==> src/rtl/scale_ctrl.sv <==
// ============================================================================
// Module   : scale_ctrl
// Brief    : Frame-synchronous display scale selector with a 2-stage
//            camera frame-buffer address generator (240x320, row-major).
// Revision : 1.0 - initial release
// ============================================================================
`default_nettype none

module scale_ctrl (
    input  logic        clk_in,
    input  logic        rst_in,
    input  logic        btn_pulse_in,
    input  logic        new_frame_in,
    input  logic [10:0] hcount_in,
    input  logic [9:0]  vcount_in,
    output logic [1:0]  scale_out,
    output logic        pending_out,
    output logic [16:0] addr_out,
    output logic        addr_valid_out
);

    typedef enum logic {
        ST_RUN  = 1'b0,
        ST_PEND = 1'b1
    } state_t;

    state_t      state_q;
    logic [1:0]  scale_q;
    logic [1:0]  pend_q;
    logic        pending_q;

    function automatic logic [1:0] next_scale(input logic [1:0] s);
        return (s == 2'd2) ? 2'd0 : s + 2'd1;
    endfunction

    // Commits only on a frame pulse, so the visible scale never changes mid-frame.
    always_ff @(posedge clk_in or posedge rst_in) begin
        if (rst_in) begin
            state_q   <= ST_RUN;
            scale_q   <= 2'd0;
            pend_q    <= 2'd0;
            pending_q <= 1'b0;
        end else begin
            case (state_q)
                ST_RUN: begin
                    if (btn_pulse_in) begin
                        pend_q    <= next_scale(scale_q);
                        state_q   <= ST_PEND;
                        pending_q <= 1'b1;
                    end
                end
                ST_PEND: begin
                    if (new_frame_in) begin
                        scale_q <= pend_q;
                    end
                    if (btn_pulse_in) begin
                        pend_q <= next_scale(pend_q);
                    end else if (new_frame_in) begin
                        state_q   <= ST_RUN;
                        pending_q <= 1'b0;
                    end
                end
                default: begin
                    state_q   <= ST_RUN;
                    pending_q <= 1'b0;
                end
            endcase
        end
    end

    assign scale_out   = scale_q;
    assign pending_out = pending_q;

    logic [3:0]  k_d;
    logic [10:0] hlim_d;
    logic [9:0]  vlim_d;
    logic [13:0] hprod_d;
    logic [12:0] vprod_d;
    logic        inwin_d;
    logic [7:0]  col_d;
    logic [8:0]  row_d;

    always_comb begin
        k_d    = 4'd8;
        hlim_d = 11'd240;
        vlim_d = 10'd320;
        case (scale_q)
            2'd1: begin
                k_d    = 4'd4;
                hlim_d = 11'd480;
                vlim_d = 10'd640;
            end
            2'd2: begin
                k_d    = 4'd3;
                hlim_d = 11'd640;
                vlim_d = 10'd853;
            end
            default: ;
        endcase
    end

    // Window limits guarantee the truncated source coordinates fit 8/9 bits.
    assign hprod_d = {3'b000, hcount_in} * {10'd0, k_d};
    assign vprod_d = {3'b000, vcount_in} * {9'd0, k_d};
    assign inwin_d = (hcount_in < hlim_d) && (vcount_in < vlim_d);
    assign col_d   = inwin_d ? 8'(hprod_d >> 3) : 8'd0;
    assign row_d   = inwin_d ? 9'(vprod_d >> 3) : 9'd0;

    logic [7:0]  col_q;
    logic [8:0]  row_q;
    logic        inwin_q;
    logic [16:0] addr_d;
    logic [16:0] addr_q;
    logic        valid_q;

    assign addr_d = inwin_q ? ({row_q, 8'd0} - {4'd0, row_q, 4'd0} + {9'd0, col_q})
                            : 17'd0;

    always_ff @(posedge clk_in or posedge rst_in) begin
        if (rst_in) begin
            col_q   <= 8'd0;
            row_q   <= 9'd0;
            inwin_q <= 1'b0;
            addr_q  <= 17'd0;
            valid_q <= 1'b0;
        end else begin
            col_q   <= col_d;
            row_q   <= row_d;
            inwin_q <= inwin_d;
            addr_q  <= addr_d;
            valid_q <= inwin_q;
        end
    end

    assign addr_out       = addr_q;
    assign addr_valid_out = valid_q;

endmodule

`default_nettype wire

==> config.mk <==
export PLATFORM = sky130hd
export DESIGN_NAME = scale_ctrl
export DESIGN_NICKNAME = d
export VERILOG_FILES = /design/src/rtl/scale_ctrl.sv
export SDC_FILE = /design/constraint.sdc
export NUM_CORES = 1
export LEC_CHECK = 0
export CAP_MARGIN = 20
export CORE_ASPECT_RATIO = 0.75
export CORE_MARGIN = 2
export CORE_UTILIZATION = 35
export DETAILED_ROUTE_END_ITERATION = 10
export GPL_ROUTABILITY_DRIVEN = 0
export SYNTH_ARGS = -nofsm -noshare
export SYNTH_HDL_FRONTEND = slang
export SYNTH_SLANG_ARGS = --single-unit
==> constraint.sdc <==
create_clock -name clk_in -period 5.4 [get_ports clk_in]
set_clock_uncertainty 0.15 [all_clocks]
set_input_delay 0.81 -clock clk_in [delete_from_list [all_inputs] [get_ports clk_in]]
set_output_delay 0.81 -clock clk_in [all_outputs]
set_load 0.05 [all_outputs]
# [Yosys cells after proc, flatten, opt, wreduce, memory -nomap -nowiden]
# Cells that the tools add are included.
[word_totals] register_bits=42 latchBits=0 mem_bits_rw=0 mem_bits_ro=0 input_bits=25 word_cells=48 n_memories=0
[op_classes] n_addsub=4 n_mul=2 div_mod_pow=0 n_lt_le_gt_ge=2 eq_ne=7 shift=0 n_mux=19 bitwise_logic=1 n_reduce_logical=4
[op_table] op="$pmux W10 S2" count=2
[op_table] op="$add A17 B8 Y17" count=1
[op_table] op="$mux W17" count=1
[op_table] op="$sub A17 B13 Y17" count=1
[op_table] op="$mul A10 B4 Y12" count=1
[op_table] op="$lt A11 B11 Y1" count=1
[op_table] op="$mul A11 B4 Y11" count=1
[op_table] op="$lt A10 B10 Y1" count=1
[op_table] op="$mux W9" count=1
[op_table] op="$mux W2" count=4
[op_table] op="$mux W8" count=1
[op_table] op="$ne A2 B2 Y1 const B" count=4
[op_table] op="$pmux W4 S2" count=1
[op_table] op="$mux W1" count=6
[op_table] op="$add A2 B1 Y2 const B" count=2
[op_table] op="$eq A2 B2 Y1 const B" count=2
[op_table] op="$pmux W1 S2" count=2
[op_table] op="$pmux W2 S2" count=1
[op_table] op="$reduce_and A2 Y1" count=2
[op_table] op="$reduce_and A3 Y1" count=1
[op_table] op="$eq A2 B1 Y1 const B" count=1
[op_table] op="$logic_and A1 B1 Y1" count=1
[op_table] op="$not A1 Y1" count=1

# [Logic depth before layout (Yosys ltp)]
# Gate-level depths: netlist (run 1).
[logic_depth] depth_word=5 mapped_depth=17 depth_no_buf=15

# [Worst setup path before layout (run 1)]
# Ideal clock, no wire load.
[synth_path] path_type="flip-flop to flip-flop" startpoint="reg scale_q[0] (netlist: scale_out[0])" endpoint="reg row_q[8]" setup_time_ns=0.125 arrival_time_ns=3.846 required_time_ns=5.125 setup_slack_ns=1.278 stages_incl_launch_ff=16 n_path_buf=1 cell_sequence="dfrtp_1 > inv_1 > ha_1 > clkbuf_1 > nor2b_1 > fa_1 > inv_1 > fa_1 > inv_1 > ha_1 > nand3_1 > o2111ai_1 > a21oi_1 > o31ai_1 > xnor2_1 > nor2_1"
[synth_via] elab_chain_len=5 word_cells_on_any_way=10 cone_classes="1 x mul; 2 x order compare; 2 x eq/ne; 4 x mux; 1 x reduce/logical"
[synth_rtl] item="start, declared" line_no="28" rtl="logic [1:0] scale_q;"
[synth_rtl] item="start signal, assigned" line_no="54" rtl="scale_q <= pend_q;"
[synth_rtl] item="branches (longest 4 deep; another with $mul A10 B4 Y12)"
[synth_rtl] item="$mux W9 *" line_no="107" rtl="assign row_d = inwin_d ? 9'(vprod_d >> 3) : 9'd0;"
[synth_rtl] item="net row_d[8]" line_no="81" rtl="logic [8:0] row_d;"
[synth_rtl] item="end signal, assigned" line_no="128" rtl="row_q <= row_d;"
[synth_rtl] item="end, declared" line_no="110" rtl="logic [8:0] row_q;"
# Mark *: on every way through the listed nets, which the timed path passes.
# A chain may end at the register's enable or synchronous reset.

# [Worst setup path in the final report (run 1)]
[layout_path] startpoint="reg scale_q[0] (netlist: scale_out[0])" endpoint="reg row_q[7]"
# The elaborated chain is that of the path after synthesis.

==> run metrics, run 1 <==
internal power=0.001313 W; Hold Path Cell Cnt=1; status=complete, no violations; worst-skew pair later-pin latency=approximately 280 ps; Placed Cells=between 600 and 700; vias in the first global route=2809; first-pass GRT wire length=13130 µm; post-synth net total=544; share of cells above drive strength 1=roughly 3.3%; Die Ht=95.98 µm; ranking of synthesized cells by area=dfrtp_1 (27%), fa_1 (16%), ha_1 (16%), inv_1 (8.3%), xnor2_1 (4.0%); Clock power frac=10.8%; Worst Tran Pin Value=829.8 ps; Antenna Nets Post-Route=0; setup TNS=0 ps; CP max FO=23; Max Root-Sink Buffers=2; CP Capture Type=flop; Synth area leader=dfrtp_1; die width=126.6 µm; DP HPWL=6358 µm; CTS Sinks=42; FILL cells=between 1k and 1.5k; Met1 Wirelength=4248 µm; Post-CTS Setup Bufs=0; H-tree Lvls=2; core area=10940 µm²; WP data required=5390 ps; Synth Flop Type=dfrtp_1; DR vias=2842; Hold Crit Class=flop to flop; row cnt=33; Leak Pwr=about 2.3 nW; Ant. Diodes=0; CTS tree=built; Comb power frac=between 70% and 80%; hold_buf cts=0; # IOs=46; Ys Warns=0; syn avg cell area=8.992 µm²; #FFs+latches synth=42; die area=12150 µm²; DRC=0; pwr/cell area=535.0 nW/µm²; Synth Cell Area=3948 µm²; Post-synth ARST share=100.0%; area of the multi-input gates=2546 µm²; synth unique cells=41; synthesized netlist cell count=439; Met3 Routed Length=between 300 and 400 µm; number of detailed-route iterations in the first pass=4; Net Sw Frac=a little under half; top-area cell type share of the netlist area=26.62%; Post-Layout Cell Count=626; drt first-iter violations=158; Peak VDD IR=between 0.2 and 0.25 mV; WL met2=2924 µm; uppermost layer routed=met4; TritonCTS Buffers=5; PortBufs=45; Max Cap Viol=0; crit path launch type=flop; RSZ-0062 raised after global routing=false; Final setup violation count=0; WL final=7603 µm; Slew Viols, Final=0; post-CTS sizing=0; # nets final=591; grt ovf=0; Final Hold Fails=0; Setup CP Type=flop to flop; largest net degree at the start of global routing=between 40 and 50; EDFF count, synth=0; fin crit share=80.72%; Starting Density=36.08%; wire per inst=12.15 µm; Peak Freq=229.4 MHz; share of the yosys chip area belonging to registers=26.62%; GRT Total Usage=13.29%; worst endpoint data arrival time=~4400 ps; Clk Tree Root Cell=clkbuf_16; relative slew slack=44.68%; worst reg2reg path depth=14; Seq pwr share=17.7%; clk slew on worst S/H paths=approximately 60 ps; Period minus WS final=4359 ps; switching power=between 0.001 and 0.0015 W; initial antenna violation count=0; Area Overhead vs Synth=18.86%; vias per std cell=4.540; FF+latch area=1051 µm²
==> registers in the layout, indices dropped and copies added (netlist names) <==
name            flops
addr_out           17
row_q               9
col_q               8
pend_q              2
scale_out           2
addr_valid_out      1
inwin_q             1
pending_out         1
state_q             1
==> power groups by stage <==
stage,Sequential (W),Clock [W],Combinational [W]
3_5_place_dp,0.000451,0,0.00179
5_1_grt,0.000456,0.000296,0.00202
2_1_floorplan,0.000593,0,0.00127
3_3_place_gp,0.000448,0,0.00177
6_report,0.000444,0.000272,0.00179
4_1_cts,0.000446,0.000281,0.00181
==> path summary, 6_finish.rpt <==
check,startpoint,end,slack [ps]
worst min register to register,col_q[3],addr_out[3],330
max in group asynchronous,rst_in,row_q[8],3950
worst max register to register,scale_out[0],row_q[7],1040
worst min-delay path,col_q[3],addr_out[3],330
worst max-delay path,scale_out[0],row_q[7],1040
min in group asynchronous,rst_in,col_q[2],810
==> synthesized netlist by cell type (all sizes together) (2+ instances only) <==
cell type  number
a21oi          13
clkbuf          5
a21o            2
o21a            2
nand3           8
o2111ai         3
o211ai          4
ha             49
nor3           13
a211oi          4
a31oi           3
nor2b          16
xor2            7
and3            2
and2           22
nor4            2
xnor2          18
o21ai          12
nand2          34
nand4           2
nor2           40
fa             31
inv            87
dfrtp          42
mux2            2
nand2b          2
==> stage by stage <==
stage	utilization, %	total power, W	area, µm²	setup WS (ps)	hold WS (ps)
2_1_floorplan	-	0.001865	3948	1278	277.7
3_3_place_gp	41.65	0.002215	4557	1172	291.7
3_5_place_dp	41.65	0.002244	4557	1080	314.9
4_1_cts	42.88	0.002534	4692	1049	328.5
5_1_grt	42.88	0.002773	4692	745.2	366.0
6_report	42.88	0.002510	4692	1041	330.3
==> layer usage <==
layer  up-vias  GRT usage [%]
met5         -              0
met3         8          2.501
met4         0          4.396
met2        63          19.47
li1       1485              -
met1      1286          19.70
==> layout make-up <==
type	count	share of cell area, %
clock buffer	5	2.667
timing repair buffer	46	9.760
inverter	87	6.960
tap	140	3.733
sequential	42	22.40
multi-input combinational	304	54.27
clock inverter	2	0.2133
==> worst max-delay path, cell delays in order (launching register included) <==
cell and delay, ps:
dfrtp_1 440, inv_1 130, ha_1 710, ha_1 310, inv_1 60, fa_1 480
inv_1 50, fa_1 510, fa_1 480, a21oi_1 230, o211ai_1 150, nor4_1 210
nor3_1 110, xnor2_1 140, nor2_1 50
==> cells in the final DEF, fill, tap and decap left out, types with 3 or more instances in the layout <==
cell and instances:
o2111ai_1 3, nor3_1 13, a21oi_1 13, a211oi_1 4, nand2_1 34, inv_1 87
xnor2_1 18, nand3_1 8, fa_1 31, ha_1 49, nor2b_1 16, a31oi_1 3
clkbuf_16 5, dfrtp_1 42, clkdlybuf4s50_1 45, and2_1 22, xor2_1 7, nor2_1 40
o211ai_1 4, o21ai_0 11
==> logic make-up (layout without fill, tap and decap cells) <==
family / after synthesis / in the layout / share of synthesized area, %
adders and majority gates: 80 / 80 / 31.25
muxes: 3 / 3 / 0.8241
xor gates and xnor gates: 25 / 25 / 5.547
and+or+nand+nor: 145 / 145 / 17.81
AOI/OAI and AO/OA: 51 / 51 / 9.065
buffers and inverters: 93 / 140 / 8.875
DFF: 42 / 42 / 26.62
(Power assumes the default switching activity.)
==> run 2: changes to the inputs <==
Clock period 5.4 ns to 3.8 ns, I/O delays scaled along.
==> run 2 against run 1 <==
Against the previous run:
- worst hold slack got worse by 29 ps
- clock-buffer cell count unchanged
- fmax increased by 20%
- final area up 11%
- global-route usage up 0.51 points
- via count up 5.4%
- combinational power rose by 64%
==> run metrics, run 2 (synthesis gave the netlist of run 1 again) <==
WP data required=3800 ps; largest net degree at the start of global routing=29; Ant. Diodes=0; drt first-iter violations=approximately 110; wire per inst=about 12 µm; Max Root-Sink Buffers=2; Leak Pwr=2.565 nW; pwr/cell area=~790 nW/µm²; Pwr Total=just over 0.004 W; DRC=0; CP max FO=12; hold endpoint=addr_out[3]; initial antenna violation count=0; CP Capture Type=flop; worst reg2reg path depth=14; Worst Tran Pin Value=538.0 ps; GRT Total Usage=13.79%; CTS tree=built; RSZ-0062 raised after global routing=false; TritonCTS Buffers=5; kind of cell adding the most delay to the critical path=adder cells; setup TNS=0 ps; grt peak-use layer=met2; Worst R2R Setup Slack=~170 ps; GR Layer Usage met1=20.23%; WL final=7846 µm; r2r endpoint=col_q[7]; grt ovf=0; H-tree Lvls=2; PortBufs=45; HP Start=col_q[3]; Setup CP Type=flop to flop; Die Ht=~96 µm; status=complete, no violations; reg2reg start=scale_out[1]; delay of the slowest critical-path stage=490 ps; Slew Viols, Final=0; worst endpoint data arrival time=3630 ps; worst-path cell chain=buf_4, ha_4, and2_1, fa_1, inv_1, fa_1, inv_1, ha_4, nor2b_1, o2111ai_1, nand3_1, o41a_1, xnor2_1, nor2_1; worst-skew pair later-pin latency=~280 ps; number of detailed-route iterations in the first pass=4; CP max stage cell=fa_1; share of cells above drive strength 1=15.57%; Hold Path Cell Cnt=1; die width=between 100 and 150 µm; # nets final=about 640; Area Overhead vs Synth=32.42%; grt met2 use=21.70%; Peak VDD IR=approximately 0.3 mV; vias in the first global route=2909; WP buf/inv=3; clk slew on worst S/H paths=70 ps; hold_buf cts=0; Starting Density=between 30% and 40%; core area=10940 µm²; Antenna Nets Post-Route=0; DR vias=roughly 3.0k; row cnt=33; worst hold slack=301.0 ps; vias per std cell=4.452; Peak Freq=275.6 MHz; most common cell after layout, fill and taps aside=inv_1; Clk Tree Root Cell=clkbuf_16; CTS Sinks=42; fin crit share=a little over nine tenths; Final Hold Fails=0; number of flip-flops in the largest register=17; first-pass GRT wire length=13670 µm; Hold Crit Class=flop to flop; grt met3 use=2.168%; die area=12150 µm²; relative slew slack=64.09%; most frequent cells in the layout=inv_1 (84), buf_4 (45), clkdlybuf4s50_1 (44), ha_1 (42); Period minus WS final=roughly 3600 ps; Max Cap Viol=0; DP HPWL=around 6700 µm; crit path launch type=flop; Final setup violation count=0; # IOs=46
==> run 2: cell count changes in the layout (fill, tap and decap cells not counted), sizes merged <==
cell,before,now
buf,1,47
bufinv,0,2
clkdlybuf4s50,45,44
clkinv,2,1
dlymetal6s2s,0,1
==> run 2: stage by stage <==
stage | cell area, µm² | utilization [%] | instances | setup WS, ps
6_report | 5228 | 47.78 | 673 | 171.7
5_1_grt | 5228 | 47.78 | 673 | 7.835
4_1_cts | 5116 | 46.76 | 670 | 2.024
3_5_place_dp | 4885 | 44.64 | 660 | -280.4
3_3_place_gp | 4885 | 44.64 | 660 | -143.3
2_1_floorplan | 3976 | - | 439 | 6.974
==> run 2: area by class of cell <==
type / instances / area, µm²
Sequential cell: 42 / 1054
Timing Repair Buffer: 92 / 817.0
Multi-Input combinational cell: 304 / 2659
Clock buffer: 5 / 125.1
Fill cell: 1029 / 5714
Clock inverter: 3 / 68.82
Tap cell: 140 / 175.2
Inverter: 87 / 329.1
==> run 2: per-layer routing <==
| layer | vias up | share of wire (%) |
|---|---|---|
| li1 | 1578 | - |
| met1 | 1361 | 55 |
| met2 | 50 | 40 |
| met3 | 7 | 3.5 |
| met4 | 0 | 0.87 |
| met5 | - | 0 |
==> run 2: repair_timing <==
action                                  CTS  global route
pin swaps                                 4             7
setup buffers                             2             2
resized for setup                         6            14
endpoints found under the setup margin    1             6
==> run 2: worst max-delay path by stage <==
stage                  from  slack [ps]  cells after the start       end
2_1_floorplan  scale_out[0]           7                     15  row_q[8]
3_3_place_gp   vcount_in[2]        -140                     13  row_q[7]
3_5_place_dp   vcount_in[2]        -280                     13  row_q[7]
4_1_cts        scale_out[0]           2                     14  row_q[7]
5_1_grt        scale_out[1]           8                     15  row_q[8]
6_report       scale_out[1]         170                     14  col_q[7]
==> run 2: power by group <==
part	total [W]	leakage, nW	switching [W]	internal, W
sequential	0.000629	0.563	0.0000593	0.000570
combinational	0.00294	1.91	0.00161	0.00133
clock	0.000549	0.0940	0.000172	0.000377
total	0.00412	2.57	0.00185	0.00228
==> run 2: worst reg2reg max path, stage by stage, from the launching register on <==
cell and delay [ps]:
dfrtp_2 430, buf_4 160, ha_4 200, and2_1 170, fa_1 490, inv_1 50, fa_1 490, inv_1 60
ha_4 250, nor2b_1 140, o2111ai_1 180, nand3_1 130, o41a_1 340, xnor2_1 180, nor2_1 70
==> run 3: changes to the inputs <==
Settings changed: SLEW_MARGIN set to 20.
==> run 3 against run 2 <==
Against the previous run:
- first-iteration DRC count decreased by 2.8%
- sequential cell count unchanged
- non-clock buffer count decreased by 1
- register-to-register slack about the same
- highest routed layer unchanged
==> run metrics, run 3 (synthesis gave the netlist of run 1 again) <==
kind of cell adding the most delay to the critical path=adder cells; largest net degree at the start of global routing=29; grt ovf=0; Starting Density=about 36%; first-pass GRT wire length=13670 µm; Hold Crit Class=flop to flop; Final setup violation count=0; Antenna Nets Post-Route=0; grt peak-use layer=met2; grt met3 use=under 10%; row cnt=33; WP data required=3800 ps; Pwr Total=0.004119 W; Max Root-Sink Buffers=2; Hold Path Cell Cnt=1; clk slew on worst S/H paths=60 ps; vias in the first global route=2909; pwr/cell area=790.1 nW/µm²; PortBufs=45; relative slew slack=60.92%; worst endpoint data arrival time=3630 ps; CP max stage cell=fa_1; initial antenna violation count=0; CP Capture Type=flop; Final Hold Fails=0; CTS tree=built; Setup CP Type=flop to flop; # nets final=636; fin crit share=a little over nine tenths; wire per inst=11.68 µm; WP buf/inv=3; DRC=0; Die Ht=95.98 µm; number of flip-flops in the largest register=17; delay of the slowest critical-path stage=490 ps; Peak VDD IR=0.3040 mV; # IOs=46; number of detailed-route iterations in the first pass=4; share of cells above drive strength 1=15.60%; vias per std cell=4.451; r2r endpoint=col_q[7]; area of the multi-input gates=2659 µm²; CTS Sinks=42; Period minus WS final=3626 ps; die width=126.6 µm; Slew Viols, Final=0; Leak Pwr=2.557 nW; hold endpoint=addr_out[3]; Ant. Diodes=0; DR vias=2991; most frequent cells in the layout=inv_1 (83), buf_4 (45), clkdlybuf4s50_1 (44), ha_1 (42); worst-skew pair later-pin latency=280 ps; Placed Cells=660; most common cell after layout, fill and taps aside=inv_1; FF+latch area=1054 µm²; Worst R2R Setup Slack=~170 ps; Post-Layout Cell Count=672; setup TNS=0 ps; FILL cells=1030; RSZ-0062 raised after global routing=false; crit path launch type=flop; worst-path cell chain=buf_4, ha_4, and2_1, fa_1, inv_1, fa_1, inv_1, ha_4, nor2b_1, o2111ai_1, nand3_1, o41a_1, xnor2_1, nor2_1; GRT Total Usage=roughly 14%; reg2reg start=scale_out[1]; Worst Tran Pin Value=585.3 ps; Clk Tree Root Cell=clkbuf_16; Max Cap Viol=0; DP HPWL=6661 µm; worst reg2reg path depth=14; Peak Freq=roughly 280 MHz; core area=10940 µm²; status=complete, no violations; TritonCTS Buffers=5; drt first-iter violations=105; hold_buf cts=0; HP Start=col_q[3]; die area=~12000 µm²; H-tree Lvls=2; Area Overhead vs Synth=32.04%; GR Layer Usage met1=~20%; WL final=7851 µm; CP max FO=12; grt met2 use=21.70%
==> run 3: changes by cell type in the layout (fill, tap and decap cells not counted) <==
cell and delta:
inv_2 +1, buf_8 -1, inv_1 -1
==> run 3: worst max-delay path by stage <==
stage | startpoint | cells after the start | endpoint | slack [ps]
2_1_floorplan | scale_out[0] | 15 | row_q[8] | 7
3_3_place_gp | vcount_in[2] | 13 | row_q[7] | -140
3_5_place_dp | vcount_in[2] | 13 | row_q[7] | -280
4_1_cts | scale_out[0] | 14 | row_q[7] | 2
5_1_grt | scale_out[1] | 15 | row_q[8] | 8
6_report | scale_out[1] | 14 | col_q[7] | 170
==> run 3: through the flow <==
| step | utilization [%] | setup WS (ps) | hold WS [ps] | cell area, µm² |
|---|---|---|---|---|
| detailed placement | 44.64 | -280.4 | 286.1 | 4885 |
| finish | 47.64 | 174.0 | 301.1 | 5213 |
| CTS | 46.76 | 2.024 | 305.2 | 5116 |
| global placement | 44.64 | -143.3 | 289.5 | 4885 |
| global route | 47.64 | 7.835 | 316.3 | 5213 |
| floorplan | - | 6.974 | 277.7 | 3976 |
==> run 3: worst reg2reg max path, cell delays in order, from the launching register on <==
cell,delay (ps)
dfrtp_2,430
buf_4,160
ha_4,200
and2_1,170
fa_1,490
inv_1,50
fa_1,490
inv_1,60
ha_4,250
nor2b_1,140
o2111ai_1,180
nand3_1,130
o41a_1,340
xnor2_1,180
nor2_1,70
==> run 3: routing by layer <==
layer	wire [µm]	vias up	share of wire, %
met1	4346	1359	55
met3	267	7	3.4
met2	3169	48	40
met5	0	-	0
li1	-	1577	-
met4	68	0	0.87
==> run 3: cell type report <==
class,count,share of cell area (%)
clock buffers,5,2.400
clock inverters,3,1.320
inverters,87,6.313
multi-input cells,304,51.01
flip-flops and latches,42,20.21
well taps,140,3.361
repair buffers,91,15.39
==> run 3: report_power, final <==
part | switching (W) | internal (W)
sequential | 0.0000594 | 0.000570
clock | 0.000171 | 0.000377
combinational | 0.00161 | 0.00133
==> run 3: timing repair <==
item                                    CTS  global route
gates resized for setup                   6            14
pin swaps                                 4             7
buffers inserted                          2             2
endpoints found under the setup margin    1             6
